==> src/rtl/soc_timer_pkg.sv <==
// soc_timer shared definitions: register map, CTRL bits,
// FSM encoding, reset constants and a byte-lane merge helper.
package soc_timer_pkg;

  localparam logic [2:0] OFS_CTRL     = 3'd0;
  localparam logic [2:0] OFS_PRESCALE = 3'd1;
  localparam logic [2:0] OFS_COUNT    = 3'd2;
  localparam logic [2:0] OFS_COMPARE  = 3'd3;
  localparam logic [2:0] OFS_STATUS   = 3'd4;

  localparam int CTRL_EN  = 0;
  localparam int CTRL_IE  = 1;
  localparam int CTRL_PER = 2;

  typedef enum logic {
    ST_STOP = 1'b0,
    ST_RUN  = 1'b1
  } state_e;

  localparam logic [31:0] COUNT_RST   = 32'h0000_0000;
  localparam logic [31:0] COMPARE_RST = 32'hFFFF_FFFF;
  localparam logic [31:0] DOUT_RST    = 32'h0000_0000;

  function automatic logic [31:0] be_merge(
    input logic [31:0] old_v,
    input logic [31:0] new_v,
    input logic [3:0]  be
  );
    logic [31:0] r;
    for (int i = 0; i < 4; i++) begin
      r[8*i +: 8] = be[i] ? new_v[8*i +: 8] : old_v[8*i +: 8];
    end
    return r;
  endfunction

endpackage

==> src/rtl/soc_timer_prescaler.sv <==
// Prescaler: free-runs while enabled and pulses tick whenever
// the counter reaches the programmed prescale value.
module timer_prescaler #(
  parameter int PRE_W = 16
) (
  input  logic             clk,
  input  logic             rst_n,
  input  logic             run,
  input  logic             clr,
  input  logic [PRE_W-1:0] prescale,
  output logic             tick
);

  logic [PRE_W-1:0] pre_cnt_q;
  logic [PRE_W-1:0] pre_cnt_d;

  always_comb begin
    tick      = run && (pre_cnt_q == prescale);
    pre_cnt_d = pre_cnt_q + PRE_W'(1);
    if (!run || clr || tick) begin
      pre_cnt_d = '0;
    end
  end

  always_ff @(posedge clk or negedge rst_n) begin
    if (!rst_n) begin
      pre_cnt_q <= '0;
    end else begin
      pre_cnt_q <= pre_cnt_d;
    end
  end

endmodule

==> src/rtl/soc_timer.sv <==
// Memory-mapped timer/compare peripheral on the data port,
// with one-cycle read latency and a level interrupt.
module soc_timer
  import soc_timer_pkg::*;
#(
  parameter logic [31:0] BASE_ADDR = 32'hBFAF_F000,
  parameter int          PRE_W     = 16
) (
  input  logic        cpu_clk_50M,
  input  logic        cpu_rst_n,
  input  logic [31:0] daddr,
  input  logic        dce,
  input  logic [3:0]  we,
  input  logic [31:0] din,
  output logic [31:0] dout,
  output logic        hit,
  output logic        irq
);

  state_e           state_q, state_d;
  logic             ie_q, ie_d;
  logic             per_q, per_d;
  logic [PRE_W-1:0] prescale_q, prescale_d;
  logic [31:0]      count_q, count_d;
  logic [31:0]      compare_q, compare_d;
  logic             pend_q, pend_d;
  logic [31:0]      dout_q, dout_d;
  logic             hit_q, hit_d;

  logic        sel, wr, rd, en, en_rise, tick, match;
  logic        wr_ctrl, wr_pre, wr_cnt, wr_cmp, w1c;
  logic [2:0]  ofs;
  logic [31:0] rdata;
  logic        unused_addr;

  assign unused_addr = ^daddr[1:0];

  timer_prescaler #(.PRE_W(PRE_W)) u_pre (
    .clk      (cpu_clk_50M),
    .rst_n    (cpu_rst_n),
    .run      (en),
    .clr      (en_rise),
    .prescale (prescale_q),
    .tick     (tick)
  );

  always_comb begin
    sel     = dce && (daddr[31:5] == BASE_ADDR[31:5]);
    ofs     = daddr[4:2];
    wr      = sel && (we != 4'h0);
    rd      = sel && (we == 4'h0);
    wr_ctrl = wr && (ofs == OFS_CTRL) && we[0];
    wr_pre  = wr && (ofs == OFS_PRESCALE);
    wr_cnt  = wr && (ofs == OFS_COUNT);
    wr_cmp  = wr && (ofs == OFS_COMPARE);
    w1c     = wr && (ofs == OFS_STATUS) && we[0] && din[0];
    en      = (state_q == ST_RUN);
    en_rise = wr_ctrl && din[CTRL_EN] && !en;
    // A software COUNT write suppresses match evaluation.
    match   = tick && !wr_cnt && (count_q == compare_q);
  end

  always_comb begin
    rdata = '0;
    unique case (1'b1)
      ofs == OFS_CTRL:     rdata = {29'b0, per_q, ie_q, en};
      ofs == OFS_PRESCALE: rdata = 32'(prescale_q);
      ofs == OFS_COUNT:    rdata = count_q;
      ofs == OFS_COMPARE:  rdata = compare_q;
      ofs == OFS_STATUS:   rdata = {31'b0, pend_q};
      default:             rdata = '0;
    endcase
  end

  always_comb begin
    state_d    = state_q;
    ie_d       = ie_q;
    per_d      = per_q;
    prescale_d = prescale_q;
    count_d    = count_q;
    compare_d  = compare_q;
    pend_d     = pend_q;
    dout_d     = rd ? rdata : dout_q;
    hit_d      = rd;

    unique case (state_q)
      ST_STOP: if (wr_ctrl && din[CTRL_EN]) state_d = ST_RUN;
      ST_RUN:  if (match && !per_q) state_d = ST_STOP;
      default: state_d = ST_STOP;
    endcase
    // Software EN write overrides the one-shot auto-stop.
    if (wr_ctrl) begin
      state_d = din[CTRL_EN] ? ST_RUN : ST_STOP;
      ie_d    = din[CTRL_IE];
      per_d   = din[CTRL_PER];
    end

    if (wr_pre) begin
      prescale_d = PRE_W'(be_merge(32'(prescale_q), din, we));
    end
    if (wr_cmp) begin
      compare_d = be_merge(compare_q, din, we);
    end

    if (wr_cnt) begin
      count_d = be_merge(count_q, din, we);
    end else if (tick) begin
      count_d = match ? '0 : count_q + 32'd1;
    end

    if (w1c)   pend_d = 1'b0;
    if (match) pend_d = 1'b1;
  end

  always_ff @(posedge cpu_clk_50M or negedge cpu_rst_n) begin
    if (!cpu_rst_n) begin
      state_q    <= ST_STOP;
      ie_q       <= 1'b0;
      per_q      <= 1'b0;
      prescale_q <= '0;
      count_q    <= COUNT_RST;
      compare_q  <= COMPARE_RST;
      pend_q     <= 1'b0;
      dout_q     <= DOUT_RST;
      hit_q      <= 1'b0;
    end else begin
      state_q    <= state_d;
      ie_q       <= ie_d;
      per_q      <= per_d;
      prescale_q <= prescale_d;
      count_q    <= count_d;
      compare_q  <= compare_d;
      pend_q     <= pend_d;
      dout_q     <= dout_d;
      hit_q      <= hit_d;
    end
  end

  assign dout = dout_q;
  assign hit  = hit_q;
  assign irq  = pend_q & ie_q;

endmodule

==> config.mk <==
export PLATFORM = sky130hd
export DESIGN_NAME = soc_timer
export DESIGN_NICKNAME = d
export VERILOG_FILES = /design/src/rtl/soc_timer_pkg.sv /design/src/rtl/soc_timer_prescaler.sv /design/src/rtl/soc_timer.sv
export SDC_FILE = /design/constraint.sdc
export NUM_CORES = 1
export LEC_CHECK = 0
export ABC_AREA = 0
export BUFFER_PORTS_ARGS = -buffer_cell sky130_fd_sc_hd__buf_2
export CAP_MARGIN = 20
export CORE_MARGIN = 10
export CORE_UTILIZATION = 45
export CTS_CLUSTER_SIZE = 8
export DETAILED_ROUTE_END_ITERATION = 6
export GPL_ROUTABILITY_DRIVEN = 0
export PLACE_DENSITY = 0.65
export SLEW_MARGIN = 30
export SYNTH_ARGS = -nofsm -noshare
export SYNTH_HDL_FRONTEND = slang
export SYNTH_SLANG_ARGS = --single-unit
export TNS_END_PERCENT = 100
==> constraint.sdc <==
create_clock -name cpu_clk_50M -period 5.5 [get_ports cpu_clk_50M]
set_input_delay 0.275 -clock cpu_clk_50M [delete_from_list [all_inputs] [get_ports cpu_clk_50M]]
set_output_delay 0.275 -clock cpu_clk_50M [all_outputs]
set_load 0.005 [all_outputs]
==> results of run 1 <==
## synthesized netlist by cell type (9+ instances only)
master / number / area share (%)
dfrtp_1: 101 / 34
nand2_1: 81 / 4.0
mux2_2: 63 / 9.4
xor2_1: 42 / 4.9
nor2_1: 40 / 2.0
nand3_1: 36 / 2.4
clkbuf_1: 32 / 1.6
dfstp_2: 32 / 11
o31ai_1: 30 / 3.0
mux2i_1: 25 / 3.3
xnor2_1: 24 / 2.8
a22oi_1: 22 / 2.2
nand4_1: 21 / 1.7
and3_1: 16 / 1.3
or3_1: 15 / 1.2
a21o_1: 12 / 1.2
nor4_1: 12 / 1.0
o21ai_0: 10 / 0.66
o21ai_1: 10 / 0.66
a21oi_1: 9 / 0.60
## worst paths after layout
check                       startpoint            end  slack (ns)  cells after the start
setup / recovery              daddr[4]    count_q[13]        2.05                      9
hold / removal                 din[20]  compare_q[20]        0.11                      2
setup reg to reg           count_q[17]     count_q[8]        2.20                      8
hold reg to reg               dout[10]       dout[10]        0.47                      2
max in group asynchronous    cpu_rst_n    count_q[13]        3.80                      3
min in group asynchronous    cpu_rst_n            hit        0.47                      2
## kinds of logic after synthesis
kind of cell	Yosys count
AOI/OAI and AO/OA	125
adders and majority gates	2
and+or+nand+nor	269
buffers and inverters	52
xor gates and xnor gates	67
DFF	133
muxes	91
## layer usage
layer  vias up  wire length (µm)
met5         -                 7
met4         2               344
met3        28              1400
met2       205             10700
met1      3079              9510
li1       2853                 -
## registers in the layout, indices dropped and copies added (netlist names)
signal and flops:
ie_q 1, hit 1, pend_q 1, dout 32
per_q 1, en 1, u_pre.pre_cnt_q 16, prescale_q 16
compare_q 32, count_q 32
## cell usage in the layout (no fill, tap or decap), drive strengths merged, types with 32 or more instances in the layout
cell type and n:
buf 107, dfrtp 101, nand2 81, mux2 64, xor2 42, nor2 40
nand3 36, o31ai 34, dfstp 32
## layout make-up
| type | count | area (µm²) | share of cell area, % |
|---|---|---|---|
| multi-input combinational | 554 | 3950 | 44.9 |
| sequential | 133 | 3370 | 38.3 |
| timing repair buffer | 108 | 564 | 6.42 |
| clock buffer | 22 | 474 | 5.40 |
| tap | 220 | 275 | 3.13 |
| clock inverter | 10 | 128 | 1.45 |
| inverter | 8 | 30.0 | 0.342 |
| antenna | 1 | 2.50 | 0.0285 |
## repair_timing
item | 4_1_cts | 5_1_grt
endpoints found under the hold margin | 0 | 56
setup endpoints to repair | 0 | 0
hold buffers | 0 | 1
## per-stage QoR
stage | setup WS [ns] | hold WS (ns) | std cells
global route | 1.96 | 0.106 | 1055
finish | 2.05 | 0.112 | 1056
floorplan | 2.92 | -0.0206 | 739
global placement | 1.85 | 0.458 | 1022
CTS | 2.16 | 0.0489 | 1054
detailed placement | 1.75 | 0.461 | 1022
## worst max-delay path: stages
cell,delay [ns]
buf_2,0.44
nand2b_1,0.73
nor3_1,0.14
and3_1,0.37
buf_4,0.25
or4b_4,0.55
or2_1,0.49
or3_1,0.45
nand3_1,0.09
## power by group through the flow
stage / registers, mW / logic (mW) / clock network, mW
final: 0.980 / 0.0928 / 1.17
after global routing: 0.980 / 0.101 / 1.23
after CTS: 0.980 / 0.0924 / 1.19
after detailed placement: 0.997 / 0.0920 / 0
after global placement: 0.997 / 0.0903 / 0
after floorplan: 0.997 / 0.0292 / 0
==> results.cfg, run 1 <==
[grt]
grt-busiest-layer = met2
grt_pass1_vias = 6364
grt_antenna_before_repair = 2
grt_max_degree = 78
grt_util_met1_pct = 24.5
overflow = 0
met3_usage_pct = 5.95
gr-usage-met2_pct = 32.3
grt_pass1_wl_um = 34900
track_usage_pct = 19.8

[flow_run]
maxCapViolCount = 0

[routing]
final_antenna_net_count = 0
num_vias = 6167
viasPerCell = 5.84
remaining_drc_errors = 0
routedWlPerCell_um = 20.8
wl_um = 21900
dr.pass1.iters = 5
drt_iter0_markers = 456

[setup_path]
crit_type = in -> reg
cp.arrival_ns = 3.79
crit_path_end_kind = register
path_max_fanout = 23
worstPathRequired_ns = 5.85
start_kind = primary input

[layout]
area.growth.synth_to_final_pct = 16.7
nets = 895
nFillCells = 1503
postLayoutCellArea_mm2 = 0.00879
drive_gt1_share_pct = 29.9
fin_util_pct = 53.4

[cts]
htreeDepth = 4
cts_tree = done
clock_sinks = 133
ctsLongestPathBuffers = 2
worstSkewPairLatency_ns = 0.42
clk_pin_slew_ns = 0.06
cts-root-buf = clkbuf_16
cts_made_buffers = 17
cts_setup_buffers = 0
postCtsResizedCells = 0

[die]
die-area_mm2 = 0.0223
rows = 47
core_mm2 = 0.0165
die_w_um = 149
start_util_pct = 45.7
num_io_pins = 105
die_height_um = 149

[logic_synthesis]
ys_seq_area_share_pct = 44.7
synthAdderAreaFrac_pct = 0.332
ys_ff_latch = 133
synth-main-ff-cell = dfrtp_1
synth_compound_area_share_pct = 12.1
syn_area_mm2 = 0.00753
synth_top_family_by_area = simple AND/OR/NAND/NOR gates
synth_xor_area_share_pct = 7.89
synth-edff-count = 0
async_flop_share_pct = 100
synthDistinctLibCells = 64
synth-simple-area-share_pct = 18.5
synth.area.mux_share_pct = 13.5
syn_area_per_cell_um2 = 10.2
synth_warnings = 0
synthCells = 739
syn-num-nets = 812

[place]
portBuffers = 102
dp_hpwl_um = 16200
placed_cell_area_mm2 = 0.00817

[power]
swShare_pct = 21.8
clock_power_share_pct = 52.2
power_frac_seq_pct = 43.7
p_per_area_mw_per_mm2 = 255
switching_power_mw = 0.490
power_mw = 2.24
ir_drop_mv = 0.229
p_comb_share_pct = 4.1
internal_power_mw = 1.75
p_leak_nw = 3.97

[timing]
relSlewSlack_pct = 41.9
rsz0062_at_grt = no
max_freq_mhz = 290
setup-tns-final_ns = 0
hold_viol = 0
min_period_ns = 3.45
min_period_over_period_pct = 62.6
finalMaxSlewViolations = 0
clock_skew_ns = 0.0113
tightest_slew_ns = 0.864
setup_viol = 0

[outcome]
status = finished clean

[min_path]
hp-class = in -> reg
Power figures use the tool's default switching activity.
==> inputs of run 2 (changes only) <==
--- a/config.mk
+++ b/config.mk
@@ -5,7 +5,7 @@
 export SDC_FILE = /design/constraint.sdc
 export NUM_CORES = 1
 export LEC_CHECK = 0
-export ABC_AREA = 0
+export ABC_AREA = 1
 export BUFFER_PORTS_ARGS = -buffer_cell sky130_fd_sc_hd__buf_2
 export CAP_MARGIN = 20
 export CORE_MARGIN = 10
@@ -13,7 +13,6 @@
 export CTS_CLUSTER_SIZE = 8
 export DETAILED_ROUTE_END_ITERATION = 6
 export GPL_ROUTABILITY_DRIVEN = 0
-export PLACE_DENSITY = 0.65
 export SLEW_MARGIN = 30
 export SYNTH_ARGS = -nofsm -noshare
 export SYNTH_HDL_FRONTEND = slang
==> constraint.sdc (replaced) <==
create_clock -name cpu_clk_50M -period 3.5 [get_ports cpu_clk_50M]
set_input_delay 0.175 -clock cpu_clk_50M [delete_from_list [all_inputs] [get_ports cpu_clk_50M]]
set_output_delay 0.175 -clock cpu_clk_50M [all_outputs]
set_load 0.005 [all_outputs]
==> results.cfg, run 2 <==
[timing]
setup_slack_ns = 1.27
hold_viol = 0
min_period_ns = 2.23
clock_skew_ns = 0.0109
min_period_over_period_pct = 63.8
relSlewSlack_pct = 53.0
rsz0062_at_grt = no
setup_viol = 0
max_freq_mhz = 448
setup-tns-final_ns = 0
finalMaxSlewViolations = 0
tightest_slew_ns = 0.705

[logic_synthesis]
synth_warnings = 0
synthDistinctLibCells = 46
syn-num-nets = 1250
synth-edff-count = 0
syn_area_per_cell_um2 = 7.03
async_flop_share_pct = 100
synth_area_leader_cell = dfrtp_1
synth-main-ff-cell = dfrtp_1
ys_ff_latch = 133
synthCells = 1177
syn_area_mm2 = 0.00827
yosys-top-cells-count = 335 x nand2_1, 146 x nor2_1, 126 x inv_1
synth_top_area_share_pct = 30.5
yosysMostFrequentCell = nand2_1
ys_seq_area_share_pct = 40.7
synth_area_leaders = dfrtp_1 31%, nand2_1 15%, dfstp_2 10%, nor2_1 6.6%, o21ai_0 5.7%

[place]
placed_cell_area_mm2 = 0.00891
portBuffers = 102
dp_hpwl_um = 18300
dp_slack_ns = 1.28

[die]
num_io_pins = 105
die_w_um = 156
rows = 49
die-area_mm2 = 0.0242
die_height_um = 156
core_mm2 = 0.0180
start_util_pct = 45.9

[grt]
grt_pass1_wl_um = 40600
overflow = 0
grt_pass1_vias = 7527
grt_antenna_before_repair = 0
track_usage_pct = 20.6
grt_max_degree = 75

[cts]
postCtsResizedCells = 0
clk_pin_slew_ns = 0.06
cts_made_buffers = 17
clock_sinks = 133
holdBufCountCts = 20
ctsLongestPathBuffers = 2
htreeDepth = 4
cts_setup_buffers = 0
cts-root-buf = clkbuf_16
cts_tree = done
worstSkewPairLatency_ns = 0.43

[setup_path]
crit_buf_inv = 3
crit_top_cell = nand2_1
path_cells = inv_1, nand2_1, nand2_1, nor2_1, nand2_1, nor2_2, inv_1, nor2_2, nand2_2, nand2_1, inv_2, nand2_1, o21ai_1
path_max_fanout = 32
critical_path.top_delay_family = simple AND/OR/NAND/NOR gates
crit_path_max_incr_delay_ns = 0.42
crit_path_end_kind = register
worstPathRequired_ns = 3.81
crit_type = reg -> reg
crit_path_top_delay_cell = dfrtp_1
cp.arrival_ns = 2.54
start_kind = register

[power]
power_frac_seq_pct = 41.5
ir_drop_mv = 0.337
internal_power_mw = 2.90
p_comb_share_pct = 4.2
p_leak_nw = 4.86
p_per_area_mw_per_mm2 = 380
clock_power_share_pct = 54.3
switching_power_mw = 0.811
swShare_pct = 21.8
power_mw = 3.71

[layout]
final_cell_mix = 335 x nand2_1, 146 x nor2_1, 126 x inv_1
antenna_cells = 0
postLayoutCellArea_mm2 = 0.00977
nets = 1352
drive_gt1_share_pct = 18.3
fin_util_pct = 54.2
area.growth.synth_to_final_pct = 18.0
nFillCells = 1798
mostFrequentLayoutCell = nand2_1

[outcome]
status = finished clean

[routing]
routedWlPerCell_um = 16.3
num_vias = 7873
viasPerCell = 5.18
drt_iter0_markers = 599
dr.pass1.iters = 6
wl_um = 24800
final_antenna_net_count = 0
remaining_drc_errors = 0

[flow_run]
maxCapViolCount = 0

[min_path]
hp-class = in -> reg
## run 2: changes by cell type after synthesis, moves of 30 or more
| cell | delta |
|---|---|
| a21oi_1 | +30 |
| o21ai_0 | +85 |
| nand2_1 | +254 |
| nor2_1 | +106 |
| mux2_2 | -63 |
| inv_1 | +118 |
## run 2: layer usage
metal	vias up	global-route usage [%]	wire (µm)
li1	3964	-	-
met1	3673	28.9	11900
met2	220	32.1	11200
met3	16	3.56	1400
met4	0	5.39	257
met5	-	0	0
## run 2: path summary, 6_finish.rpt
| path | start | end | slack [ns] | cells after the start |
|---|---|---|---|---|
| worst max-delay path | u_pre.pre_cnt_q[5] | count_q[18] | 1.27 | 13 |
| worst min-delay path | din[13] | compare_q[13] | 0.01 | 3 |
| worst max register to register | u_pre.pre_cnt_q[5] | count_q[18] | 1.27 | 13 |
| worst min register to register | u_pre.pre_cnt_q[0] | u_pre.pre_cnt_q[0] | 0.46 | 1 |
| max in group asynchronous | cpu_rst_n | compare_q[10] | 2.23 | 3 |
| min in group asynchronous | cpu_rst_n | ie_q | 0.33 | 2 |
## run 2: layout make-up
| cell class | count | area, µm² | share of cell area, % |
|---|---|---|---|
| well taps | 229 | 287 | 2.93 |
| flip-flops and latches | 133 | 3370 | 34.5 |
| repair buffers | 135 | 815 | 8.34 |
| clock inverters | 12 | 199 | 2.04 |
| clock buffers | 20 | 457 | 4.68 |
| multi-input cells | 854 | 4120 | 42.2 |
| inverters | 138 | 518 | 5.30 |
## run 2: worst min-delay path: cells and delay by family
| family | cells | cell delay (ns) |
|---|---|---|
| compound gates | 1 | 0.08 |
| buf+inv | 2 | 0.18 |
## run 2: power groups by stage
stage	sequential, mW	clock, mW	combinational (mW)
2_1_floorplan	1.57	0	0.0409
3_3_place_gp	1.57	0	0.142
3_5_place_dp	1.57	0	0.142
4_1_cts	1.54	2.03	0.160
5_1_grt	1.54	2.11	0.176
6_report	1.54	2.01	0.157
## run 2: logic make-up after synthesis
| family | share of synthesized area (%) |
|---|---|
| flip-flops | 40.7 |
| buffers and inverters | 9.45 |
| AO/OA/AOI/OAI | 12.8 |
| adder cells (fa/ha/maj) | 0.302 |
| AND/OR/NAND/NOR | 32.3 |
| XOR/XNOR | 4.45 |
## run 2: through the flow
| step | instances | hold slack [ns] |
|---|---|---|
| 5_1_grt | 1521 | 0.0201 |
| 4_1_cts | 1521 | 0.00383 |
| 3_3_place_gp | 1469 | 0.242 |
| 3_5_place_dp | 1469 | 0.242 |
| 2_1_floorplan | 1177 | -0.121 |
| 6_report | 1521 | 0.0114 |
